==> src/rtl/stopwatch_ctrl_pkg.sv <==
// Shared definitions for the stopwatch control slice: state encoding and
// default tick-derived timing constants.
package stopwatch_pkg;

  typedef logic [1:0] sw_state_t;

  localparam sw_state_t S_IDLE  = 2'd0;
  localparam sw_state_t S_RUN   = 2'd1;
  localparam sw_state_t S_PAUSE = 2'd2;
  localparam sw_state_t S_DONE  = 2'd3;

  localparam int unsigned TICK_HZ          = 100;
  localparam int unsigned BLINK_TICKS      = TICK_HZ / 4;
  localparam int unsigned ALARM_TICKS      = 3 * TICK_HZ;
  localparam int unsigned REPEAT_DELAY_DEF = TICK_HZ / 2;
  localparam int unsigned REPEAT_RATE_DEF  = TICK_HZ / 10;

endpackage

==> src/rtl/stopwatch_ctrl_if.sv <==
// Button/flag inputs and datapath command outputs of the stopwatch sequencer.
interface stopwatch_ctrl_if;

  logic       tick;
  logic       btn_clr;
  logic       btn_start;
  logic       btn_stop;
  logic       btn_min;
  logic       btn_hour;
  logic       sw_cd;
  logic       time_zero;
  logic       run_en;
  logic       clr;
  logic       min_inc;
  logic       hour_inc;
  logic       count_down;
  logic       alarm;
  logic [1:0] state;

  modport master (
    output tick, btn_clr, btn_start, btn_stop, btn_min, btn_hour, sw_cd, time_zero,
    input  run_en, clr, min_inc, hour_inc, count_down, alarm, state
  );

  modport slave (
    input  tick, btn_clr, btn_start, btn_stop, btn_min, btn_hour, sw_cd, time_zero,
    output run_en, clr, min_inc, hour_inc, count_down, alarm, state
  );

endinterface

==> src/rtl/stopwatch_ctrl_btn_repeat.sv <==
// Set-button channel: one pulse on a sampled rising edge, then auto-repeat
// while held, counting ticks.
module btn_repeat #(
  parameter int unsigned REPEAT_DELAY = stopwatch_pkg::REPEAT_DELAY_DEF,
  parameter int unsigned REPEAT_RATE  = stopwatch_pkg::REPEAT_RATE_DEF
) (
  input  logic clk,
  input  logic rst_n,
  input  logic i_lvl,
  input  logic i_lvl_d,
  input  logic i_tick,
  input  logic i_en,
  output logic o_pulse
);

  localparam int unsigned CW = $clog2(REPEAT_DELAY + 1);

  logic [CW-1:0] r_cnt;
  logic [CW-1:0] w_cnt_inc;
  logic          w_rise;
  logic          w_rep;
  logic          r_pulse;

  assign w_rise    = i_lvl & ~i_lvl_d;
  assign w_cnt_inc = r_cnt + CW'(1);
  assign w_rep     = i_tick && (w_cnt_inc == CW'(REPEAT_DELAY));

  // After each repeat the counter rewinds by REPEAT_RATE so it never exceeds REPEAT_DELAY.
  always_ff @(posedge clk or negedge rst_n) begin
    if (!rst_n) begin
      r_cnt   <= '0;
      r_pulse <= 1'b0;
    end else begin
      if (!i_en || !i_lvl)
        r_cnt <= '0;
      else if (i_tick)
        r_cnt <= w_rep ? CW'(REPEAT_DELAY - REPEAT_RATE) : w_cnt_inc;
      r_pulse <= i_en && i_lvl && (w_rise || w_rep);
    end
  end

  assign o_pulse = r_pulse;

endmodule

==> src/rtl/stopwatch_ctrl.sv <==
// Run/mode sequencer: button edges to one-cycle datapath commands,
// IDLE/RUN/PAUSE/DONE control, countdown expiry and alarm blink.
module stopwatch_ctrl #(
  parameter int unsigned REPEAT_DELAY = stopwatch_pkg::REPEAT_DELAY_DEF,
  parameter int unsigned REPEAT_RATE  = stopwatch_pkg::REPEAT_RATE_DEF,
  parameter int unsigned ALARM_TICKS  = stopwatch_pkg::ALARM_TICKS,
  parameter int unsigned BLINK_TICKS  = stopwatch_pkg::BLINK_TICKS
) (
  input  logic             clk,
  input  logic             rst_n,
  stopwatch_ctrl_if.slave  bus
);

  import stopwatch_pkg::*;

  localparam int unsigned AW = $clog2(ALARM_TICKS + 1);
  localparam int unsigned BW = $clog2(BLINK_TICKS + 1);

  logic          r_clr_s, r_clr_p, r_start_s, r_start_p, r_stop_s, r_stop_p;
  logic          r_min_s, r_min_p, r_hour_s, r_hour_p;
  logic          r_tick, r_sw_cd, r_tz;
  sw_state_t     r_state, w_state_nxt;
  logic          r_run_en, r_clr, r_cd, w_cd_nxt, r_alarm, w_alarm_nxt;
  logic [AW-1:0] r_acnt, w_acnt_nxt, w_acnt_inc;
  logic [BW-1:0] r_bcnt, w_bcnt_nxt, w_bcnt_inc;
  logic          w_clr_rise, w_start_rise, w_stop_rise, w_set_en;
  logic          w_min_pulse, w_hour_pulse;

  assign w_clr_rise   = r_clr_s   & ~r_clr_p;
  assign w_start_rise = r_start_s & ~r_start_p;
  assign w_stop_rise  = r_stop_s  & ~r_stop_p;
  assign w_acnt_inc   = r_acnt + AW'(1);
  assign w_bcnt_inc   = r_bcnt + BW'(1);
  assign w_set_en     = ((r_state == S_IDLE) || (r_state == S_PAUSE)) && !w_clr_rise;

  btn_repeat #(.REPEAT_DELAY(REPEAT_DELAY), .REPEAT_RATE(REPEAT_RATE)) u_hour (
    .clk(clk), .rst_n(rst_n), .i_lvl(r_hour_s), .i_lvl_d(r_hour_p),
    .i_tick(r_tick), .i_en(w_set_en), .o_pulse(w_hour_pulse)
  );

  // A held hour button starves the minute channel, including its counter.
  btn_repeat #(.REPEAT_DELAY(REPEAT_DELAY), .REPEAT_RATE(REPEAT_RATE)) u_min (
    .clk(clk), .rst_n(rst_n), .i_lvl(r_min_s), .i_lvl_d(r_min_p),
    .i_tick(r_tick), .i_en(w_set_en && !r_hour_s), .o_pulse(w_min_pulse)
  );

  always_comb begin
    w_state_nxt = r_state;
    w_cd_nxt    = r_cd;
    w_alarm_nxt = r_alarm;
    w_acnt_nxt  = r_acnt;
    w_bcnt_nxt  = r_bcnt;
    if (w_clr_rise) begin
      w_state_nxt = S_IDLE;
      w_alarm_nxt = 1'b0;
      w_acnt_nxt  = '0;
      w_bcnt_nxt  = '0;
    end else begin
      case (r_state)
        S_IDLE: begin
          if (w_start_rise && !w_stop_rise && !(r_sw_cd && r_tz)) begin
            w_state_nxt = S_RUN;
            w_cd_nxt    = r_sw_cd;
          end
        end
        S_RUN: begin
          if (w_stop_rise) begin
            w_state_nxt = S_PAUSE;
          end else if (r_cd && r_tz) begin
            w_state_nxt = S_DONE;
            w_alarm_nxt = 1'b1;
            w_acnt_nxt  = '0;
            w_bcnt_nxt  = '0;
          end
        end
        S_PAUSE: begin
          if (w_start_rise && !w_stop_rise)
            w_state_nxt = S_RUN;
        end
        default: begin
          if (w_start_rise || w_stop_rise || (r_tick && (w_acnt_inc == AW'(ALARM_TICKS)))) begin
            w_state_nxt = S_IDLE;
            w_alarm_nxt = 1'b0;
            w_acnt_nxt  = '0;
            w_bcnt_nxt  = '0;
          end else if (r_tick) begin
            w_acnt_nxt = w_acnt_inc;
            if (w_bcnt_inc == BW'(BLINK_TICKS)) begin
              w_alarm_nxt = ~r_alarm;
              w_bcnt_nxt  = '0;
            end else begin
              w_bcnt_nxt = w_bcnt_inc;
            end
          end
        end
      endcase
    end
  end

  always_ff @(posedge clk or negedge rst_n) begin
    if (!rst_n) begin
      {r_clr_s, r_clr_p, r_start_s, r_start_p, r_stop_s, r_stop_p} <= '0;
      {r_min_s, r_min_p, r_hour_s, r_hour_p}                       <= '0;
      {r_tick, r_sw_cd, r_tz}                                      <= '0;
      r_state  <= S_IDLE;
      r_run_en <= 1'b0;
      r_clr    <= 1'b0;
      r_cd     <= 1'b0;
      r_alarm  <= 1'b0;
      r_acnt   <= '0;
      r_bcnt   <= '0;
    end else begin
      r_clr_s   <= bus.btn_clr;   r_clr_p   <= r_clr_s;
      r_start_s <= bus.btn_start; r_start_p <= r_start_s;
      r_stop_s  <= bus.btn_stop;  r_stop_p  <= r_stop_s;
      r_min_s   <= bus.btn_min;   r_min_p   <= r_min_s;
      r_hour_s  <= bus.btn_hour;  r_hour_p  <= r_hour_s;
      r_tick    <= bus.tick;
      r_sw_cd   <= bus.sw_cd;
      r_tz      <= bus.time_zero;
      r_state   <= w_state_nxt;
      r_run_en  <= (w_state_nxt == S_RUN);
      r_clr     <= w_clr_rise;
      r_cd      <= w_cd_nxt;
      r_alarm   <= w_alarm_nxt;
      r_acnt    <= w_acnt_nxt;
      r_bcnt    <= w_bcnt_nxt;
    end
  end

  assign bus.state      = r_state;
  assign bus.run_en     = r_run_en;
  assign bus.clr        = r_clr;
  assign bus.min_inc    = w_min_pulse;
  assign bus.hour_inc   = w_hour_pulse;
  assign bus.count_down = r_cd;
  assign bus.alarm      = r_alarm;

endmodule

==> src/flat_wrapper.sv <==
// flat-port wrapper written by rule: the top's interface ports become plain ports
module stopwatch_ctrl_flat import stopwatch_pkg::*;
#(
  parameter int unsigned REPEAT_DELAY = stopwatch_pkg::REPEAT_DELAY_DEF,
  parameter int unsigned REPEAT_RATE  = stopwatch_pkg::REPEAT_RATE_DEF,
  parameter int unsigned ALARM_TICKS  = stopwatch_pkg::ALARM_TICKS,
  parameter int unsigned BLINK_TICKS  = stopwatch_pkg::BLINK_TICKS
)
  (clk, rst_n, bus_tick, bus_btn_clr, bus_btn_start, bus_btn_stop, bus_btn_min, bus_btn_hour, bus_sw_cd, bus_time_zero, bus_run_en, bus_clr, bus_min_inc, bus_hour_inc, bus_count_down, bus_alarm, bus_state);
  stopwatch_ctrl_if bus_i ();
  input  logic clk;
  input  logic rst_n;
  input wire logic [$bits(bus_i.tick)-1:0] bus_tick;
  input wire logic [$bits(bus_i.btn_clr)-1:0] bus_btn_clr;
  input wire logic [$bits(bus_i.btn_start)-1:0] bus_btn_start;
  input wire logic [$bits(bus_i.btn_stop)-1:0] bus_btn_stop;
  input wire logic [$bits(bus_i.btn_min)-1:0] bus_btn_min;
  input wire logic [$bits(bus_i.btn_hour)-1:0] bus_btn_hour;
  input wire logic [$bits(bus_i.sw_cd)-1:0] bus_sw_cd;
  input wire logic [$bits(bus_i.time_zero)-1:0] bus_time_zero;
  output wire logic [$bits(bus_i.run_en)-1:0] bus_run_en;
  output wire logic [$bits(bus_i.clr)-1:0] bus_clr;
  output wire logic [$bits(bus_i.min_inc)-1:0] bus_min_inc;
  output wire logic [$bits(bus_i.hour_inc)-1:0] bus_hour_inc;
  output wire logic [$bits(bus_i.count_down)-1:0] bus_count_down;
  output wire logic [$bits(bus_i.alarm)-1:0] bus_alarm;
  output wire logic [$bits(bus_i.state)-1:0] bus_state;
  assign bus_i.tick = bus_tick;
  assign bus_i.btn_clr = bus_btn_clr;
  assign bus_i.btn_start = bus_btn_start;
  assign bus_i.btn_stop = bus_btn_stop;
  assign bus_i.btn_min = bus_btn_min;
  assign bus_i.btn_hour = bus_btn_hour;
  assign bus_i.sw_cd = bus_sw_cd;
  assign bus_i.time_zero = bus_time_zero;
  assign bus_run_en = bus_i.run_en;
  assign bus_clr = bus_i.clr;
  assign bus_min_inc = bus_i.min_inc;
  assign bus_hour_inc = bus_i.hour_inc;
  assign bus_count_down = bus_i.count_down;
  assign bus_alarm = bus_i.alarm;
  assign bus_state = bus_i.state;
  stopwatch_ctrl #(.REPEAT_DELAY(REPEAT_DELAY), .REPEAT_RATE(REPEAT_RATE), .ALARM_TICKS(ALARM_TICKS), .BLINK_TICKS(BLINK_TICKS)) u_core (.clk(clk), .rst_n(rst_n), .bus(bus_i));
endmodule
==> config.mk <==
export PLATFORM = sky130hd
export DESIGN_NAME = stopwatch_ctrl_flat
export DESIGN_NICKNAME = d
export VERILOG_FILES = /design/src/rtl/stopwatch_ctrl_pkg.sv /design/src/rtl/stopwatch_ctrl_if.sv /design/src/rtl/stopwatch_ctrl_btn_repeat.sv /design/src/rtl/stopwatch_ctrl.sv /design/src/flat_wrapper.sv
export SDC_FILE = /design/constraint.sdc
export NUM_CORES = 1
export LEC_CHECK = 0
export CORE_UTILIZATION = 42
export DETAILED_ROUTE_END_ITERATION = 12
export PLACE_DENSITY_LB_ADDON = 0.3
export SYNTH_ARGS = -nofsm -noshare
export SYNTH_HDL_FRONTEND = slang
export SYNTH_SLANG_ARGS = --single-unit
==> constraint.sdc <==
create_clock -name clk -period 5.5 [get_ports clk]
set_input_delay 1.375 -clock clk [delete_from_list [all_inputs] [get_ports clk]]
set_output_delay 1.375 -clock clk [all_outputs]
set_load 0.01 [all_outputs]
==> run summary, run 1 <==
Clock slew at reported path FFs: 0.09 ns
CP peak stage delay: 0.60 ns
Hold path depth: 0
Register area: 1176 um2
Crit path arrival time: 1.40 ns
Share of post-route cells with drive strength above 1: 5.535%
Post-CTS Setup Inserts: 0
Antenna violations before repair: 0
Largest net degree at the start of global routing: 48
LEAKAGE: 1.142 nW
Critical path class: register to output pin
Placed wire-length estimate: 3355 um
Reg2Reg Launch Point: u_core.r_acnt[0]$_DFFE_PN0P_
Top-area cell type share of the netlist area: 47.81%
Die area: 6167 um2
Period utilisation layout: 50.37%
Total power draw: 0.8830 mW
Gpl congestion: 0.8818
Main flop type after synthesis: dfrtp_1
Slowest-stage cell, CP: clkdlybuf4s50_1
First-pass GRT wire length: 8618 um
Layout fillers: 522
Slew of the pin with the lowest slew margin: 1.036 ns
Dominant cell type by area after synthesis: dfrtp_1
Critical hold path startpoint: u_core.r_start_s$_DFF_PN0_
Avg Inst Size Synth: 9.684 um2
Hold Vio Cnt, Final: 0
Adder-Cell Fraction of Synth Area: 4.069%
Worst reg2reg setup slack: 2.99 ns
Placed Area: 2681 um2
Top post-synthesis cells by area: dfrtp_1 (48%), a21oi_1 (4.3%), ha_1 (4.1%)
Post-route ant nets: 0
CP Buf/Inv Count: 1
Hold path endpoint: u_core.r_start_p$_DFF_PN0_
Cells resized by post-CTS repair: 0
Syn_nets: 272
Layout area overhead: 14.39%
VDD IR max: 208.9 uV
Antenna diodes: 0
CP Launch Type: register
Ports: 18
Synth Area in Simple Gates: 23.75%
Area of the multi-input gates: 1212 um2
Vias in the first global route: 1,808
H-Tree Depth: 2
Wire per inst: 14.62 um
Top post-synthesis cells by count: dfrtp_1 (47), nand2_1 (22), a21oi_1 (21), nor2_1 (19)
Complex-gate fraction of the synthesized area: 17.04%
DRC: 0
First-pass detailed-route iteration total: 5
Die Wd: 78.53 um
FF-to-FF End: u_core.r_acnt[0]$_DFFE_PN0P_
Sink Count: 47
FP Rows: 27
RSZ-0062 raised after global routing: false
Largest family of logic cells by synthesized area: simple AND/OR/NAND/NOR gates
Cts hold-fix bufs: 0
Die Ht: 78.53 um
Slew margin rel.: 30.91%
TritonCTS Buffers: 5
TritonCTS clock tree: built
CP cell instances: clkdlybuf4s50_1
Fmax: 0.3610 GHz
Outcome: finished, final reports clean
R2R depth: 7
Multiplexer area fraction after synthesis: 0.8647%
Fin area: 2814 um2
EDFF count, synth: 0
Cells after synthesis: 254
Post-synth cell types: 49
Final net count: 288
Synth Warn #: 0
DR vias: 1,927
Crit-path max FO: 9
Fin. max-slew vios: 0
Starting Density: 44.13%
# port buffers: 17
Critical Path End Type: output pin
Req. time, crit path: 4.12 ns
Vias per cell: 5.618
Setup violators final: 0
Clock Tree Root: clkbuf_8
Final Skew: 0.004208 ns
Final TNS setup: 0 ns
Post-synth ARST share: 100.0%
PD cells: 313.8 nW/um2
GRT Overall Usage: 17.85%
DRT Wirelength: 5016 um
Clock tree buffer depth: 2
Iter 0 DRT Violations: 124
Min-Delay Path Class: register to register
Sequential share of the synthesized area: 47.81%
Crit path time final: 2.770 ns
Post-synthesis xor/xnor area fraction: 3.561%
Crit path launch: u_core.bus.state[0]$_DFF_PN0_
Max Cap Violations: 0
Seq cells post-synth: 47
Skew-Pair Late Insertion Delay: 0.29 ns
Area of the mapped netlist: 2460 um2
GR Overflow Total: 0
Core Region: 5574 um2
Count leader, synth: dfrtp_1
Cell family with the largest share of critical-path delay: buffers and inverters
## state kept, by name (all words and copies together) (netlist names), 2 cells and up
signal               flops
u_core.u_min.r_cnt       6
u_core.bus.state         2
u_core.r_bcnt            5
u_core.r_acnt            9
u_core.u_hour.r_cnt      6
## area by class of cell
type | instances | share of cell area, %
Timing Repair Buffer | 17 | 5.869
Inverter | 10 | 1.334
Sequential cell | 47 | 41.80
Clock inverter | 2 | 2.134
Clock buffer | 6 | 2.579
Multi-Input combinational cell | 189 | 43.09
Tap cell | 72 | 3.201
## logic make-up (layout without fill, tap and decap cells)
| logic type | count (synthesis) | after routing |
|---|---|---|
| mux | 2 | 2 |
| simple gates | 107 | 107 |
| xor+xnor | 10 | 10 |
| flops | 47 | 47 |
| compound gates | 62 | 62 |
| buf+inv | 18 | 35 |
| fa+ha+maj | 8 | 8 |
## stage by stage
stage | hold slack [ns] | std cells | util [%] | setup slack [ns]
final | 0.3820 | 343 | 50.48 | 2.730
after global routing | 0.3948 | 343 | 50.48 | 2.667
after CTS | 0.3864 | 343 | 50.48 | 2.709
after detailed placement | 0.3651 | 335 | 48.10 | 3.005
after global placement | 0.3567 | 335 | 48.10 | 3.062
after floorplan | 0.3465 | 254 | - | 3.379
## layout by cell type (no fill, tap or decap), types with 9 or more instances in the layout
master / count
nor3_1: 10
nand2_1: 22
o21ai_0: 12
clkdlybuf4s50_1: 16
inv_1: 9
a21oi_1: 21
nand3_1: 12
nor2_1: 19
dfrtp_1: 47
## per-layer routing
layer / vias to the layer above / track usage, % / wire length, um
li1: 949 / - / -
met5: - / 0 / 0
met1: 922 / 24.31 / 2431
met3: 8 / 3.140 / 173
met2: 48 / 28.17 / 2319
met4: 0 / 6.852 / 92
## where the power goes
| group | total [mW] | switching (mW) | internal (mW) |
|---|---|---|---|
| Sequential | 0.421 | 0.0437 | 0.377 |
| Combinational | 0.168 | 0.0874 | 0.0804 |
| Clock | 0.295 | 0.113 | 0.182 |
## worst max-delay path by stage
stage / depth (start not counted) / slack (ns) / end
6_report: 1 / 2.73 / bus_state[0]
5_1_grt: 1 / 2.67 / bus_state[0]
4_1_cts: 1 / 2.71 / bus_state[0]
3_5_place_dp: 7 / 3.01 / u_core.r_acnt[0]$_DFFE_PN0P_
3_3_place_gp: 7 / 3.06 / u_core.r_acnt[0]$_DFFE_PN0P_
2_1_floorplan: 7 / 3.38 / u_core.r_acnt[0]$_DFFE_PN0P_
Note: power is estimated with default switching activity, not from simulation.
==> run 2, diff against run 1 <==
- clock period: 5.5 -> 2.6 ns (I/O delays scaled with it)
==> run 2 against run 1 <==
Clock-buffer cell count grew 1. Core utilization rose by 0.22 points. Largest cell class unchanged. Critical path type is now register to register. Worst hold slack worse by 0.076 ns. Non-clock buffer count increased by 5.
==> run summary, run 2 (same netlist as run 1, synthesis figures left out) <==
Final Skew: 0.007356 ns (+0.003148 ns)
Clock slew at reported path FFs: 0.09 ns (about the same)
Slew margin rel.: 53.41% (+23 points)
Commonest non-fill, non-tap cell in the layout: dfrtp_1
Sink Count: 47 (unchanged)
Die area: 6167 um2 (unchanged)
Req. time, crit path: 2.79 ns (-1.33 ns)
GRT Overall Usage: 17.12% (-0.73 points)
Starting Density: 44.13% (unchanged)
# port buffers: 17 (unchanged)
Crit path arrival time: 2.57 ns (+1.17 ns)
Iter 0 DRT Violations: 227 (+83%)
DRT Wirelength: 4769 um (-4.9%)
Critical Path End Type: register
Slew of the pin with the lowest slew margin: 0.6915 ns (-0.3448 ns)
First-pass detailed-route iteration total: 4 (-1)
Fmax: 0.4200 GHz
Die Ht: 78.53 um (unchanged)
Crit path time final: 2.381 ns
TritonCTS clock tree: built
Wire per inst: 13.70 um (-6.3%)
FP Rows: 27 (unchanged)
Skew-Pair Late Insertion Delay: 0.30 ns (about the same)
Final core occ: 50.71% (+0.22 points)
Ports: 18 (unchanged)
Post-route ant nets: 0 (unchanged)
Antenna violations before repair: 0 (unchanged)
DRC: 0 (unchanged)
H-Tree Depth: 2 (unchanged)
Die Wd: 78.53 um (unchanged)
Post-CTS Setup Inserts: 0 (unchanged)
Fin area: 2826 um2 (+0.44%)
Regs by FF count: u_core.r_acnt (9), u_core.u_hour.r_cnt (6), u_core.u_min.r_cnt (6)
DR vias: 1,929 (+0.10%)
Met2 GRT Util: 26.70% (-1.5 points)
Largest net degree at the start of global routing: 28 (-42%)
Layout area overhead: 14.90%
Setup violators final: 0 (unchanged)
LEAKAGE: 1.154 nW (+1.0%)
CP cell instances: ha_1, nand4_1, xor2_1, a31oi_1, a2111oi_4, buf_4, o31ai_1, a22o_1
RSZ-0062 raised after global routing: false
Met3 Usage GRT: 3.837% (+0.70 points)
Most frequent cells in the layout: dfrtp_1 (47), nand2_1 (22), a21oi_1 (21)
PD cells: 608.2 nW/um2 (+94%)
Vias in the first global route: 1,817 (+0.50%)
GR Overflow Total: 0 (unchanged)
Clock Tree Root: clkbuf_8
CP Buf/Inv Count: 1 (unchanged)
Biggest register: u_core.r_acnt
Critical path class: register to register
Hold Vio Cnt, Final: 0 (unchanged)
VDD IR max: 380.5 uV (+82%)
TritonCTS Buffers: 5 (unchanged)
Final TNS setup: 0 ns (unchanged)
Slowest-stage cell, CP: a2111oi_4
GRT met1 Usage: 23.95% (-0.36 points)
Share of post-route cells with drive strength above 1: 7.246% (+1.7 points)
Final net count: 293 (+1.7%)
CP Launch Type: register
Vias per cell: 5.543 (-1.3%)
Gpl congestion: 0.8144 (-7.6%)
Cts hold-fix bufs: 0 (unchanged)
Outcome: finished, final reports clean
Max Cap Violations: 0 (unchanged)
Cells resized by post-CTS repair: 0 (unchanged)
Placed Area: 2731 um2 (+1.9%)
Period utilisation layout: 91.58%
First-pass GRT wire length: 8342 um (-3.2%)
Fin. max-slew vios: 0 (unchanged)
Grt peak-use layer: met2
Placed wire-length estimate: 3317 um (-1.1%)
Clock tree buffer depth: 2 (unchanged)
CP peak stage delay: 0.58 ns (-0.02 ns)
Core Region: 5574 um2 (unchanged)
Min-Delay Path Class: primary input to asynchronous set/reset pin
Max FFs per register: 9 (unchanged)
Crit-path max FO: 7 (-2)
Cell family with the largest share of critical-path delay: compound AO/OA/AOI/OAI gates
Antenna diodes: 0 (unchanged)
## run 2: changes by cell type in the layout (fill, tap and decap cells not counted), sizes merged
cell    before  now
clkinv       1    2
buf          1    6
bufinv       2    0
clkbuf       6    7
## run 2: metrics by stage
step | setup slack, ns | hold slack, ns | total power, mW | std cells
floorplan | 0.4792 | 0.3465 | 1.117 | 254
global placement | 0.3553 | 0.3532 | 1.254 | 340
detailed placement | 0.2342 | 0.3562 | 1.269 | 340
CTS | 0.2322 | 0.3210 | 1.735 | 348
global route | 0.01450 | 0.3390 | 1.815 | 348
finish | 0.2190 | 0.3058 | 1.719 | 348
## run 2: layout make-up
class	instances	area, um2
inverters	10	37.54
clock inverters	1	8.758
fillers	537	2748
repair buffers	22	215.2
clock buffers	7	86.33
flip-flops and latches	47	1176
well taps	72	90.09
multi-input cells	189	1212
## run 2: final timing paths
kind,startpoint,to,slack (ns),cells after the start
min in group clk,u_core.r_start_s$_DFF_PN0_,u_core.r_start_p$_DFF_PN0_,0.37,0
max in group asynchronous,rst_n,u_core.bus.count_down$_DFFE_PN0P_,1.77,2
max,u_core.r_acnt[1]$_DFFE_PN0P_,u_core.r_acnt[3]$_DFFE_PN0P_,0.22,8
min reg2reg,u_core.r_start_s$_DFF_PN0_,u_core.r_start_p$_DFF_PN0_,0.37,0
max reg2reg,u_core.r_acnt[1]$_DFFE_PN0P_,u_core.r_acnt[3]$_DFFE_PN0P_,0.22,8
min,rst_n,u_core.u_min.o_pulse$_DFF_PN0_,0.31,1
## run 2: report_power, final
part	switching (mW)	internal (mW)	total [mW]
combinational	0.187	0.177	0.365
sequential	0.0904	0.798	0.888
clock	0.248	0.218	0.466
## run 2: layer usage
layer	up-vias	routed length, um
met3	6	185
li1	961	-
met4	0	56
met1	917	2392
met2	45	2135
met5	-	0
## run 2: worst register-to-register path, stage by stage, from the launching register on
cell       delay (ns)
dfrtp_1          0.45
ha_1             0.29
nand4_1          0.12
xor2_1           0.14
a31oi_1          0.14
a2111oi_4        0.58
buf_4            0.22
o31ai_1          0.07
a22o_1           0.26
==> run 3, diff against run 2 <==
- SLEW_MARGIN: not set -> 40
==> results of run 3 <==
Final layout, timing and power as in run 2 (identical DEF).
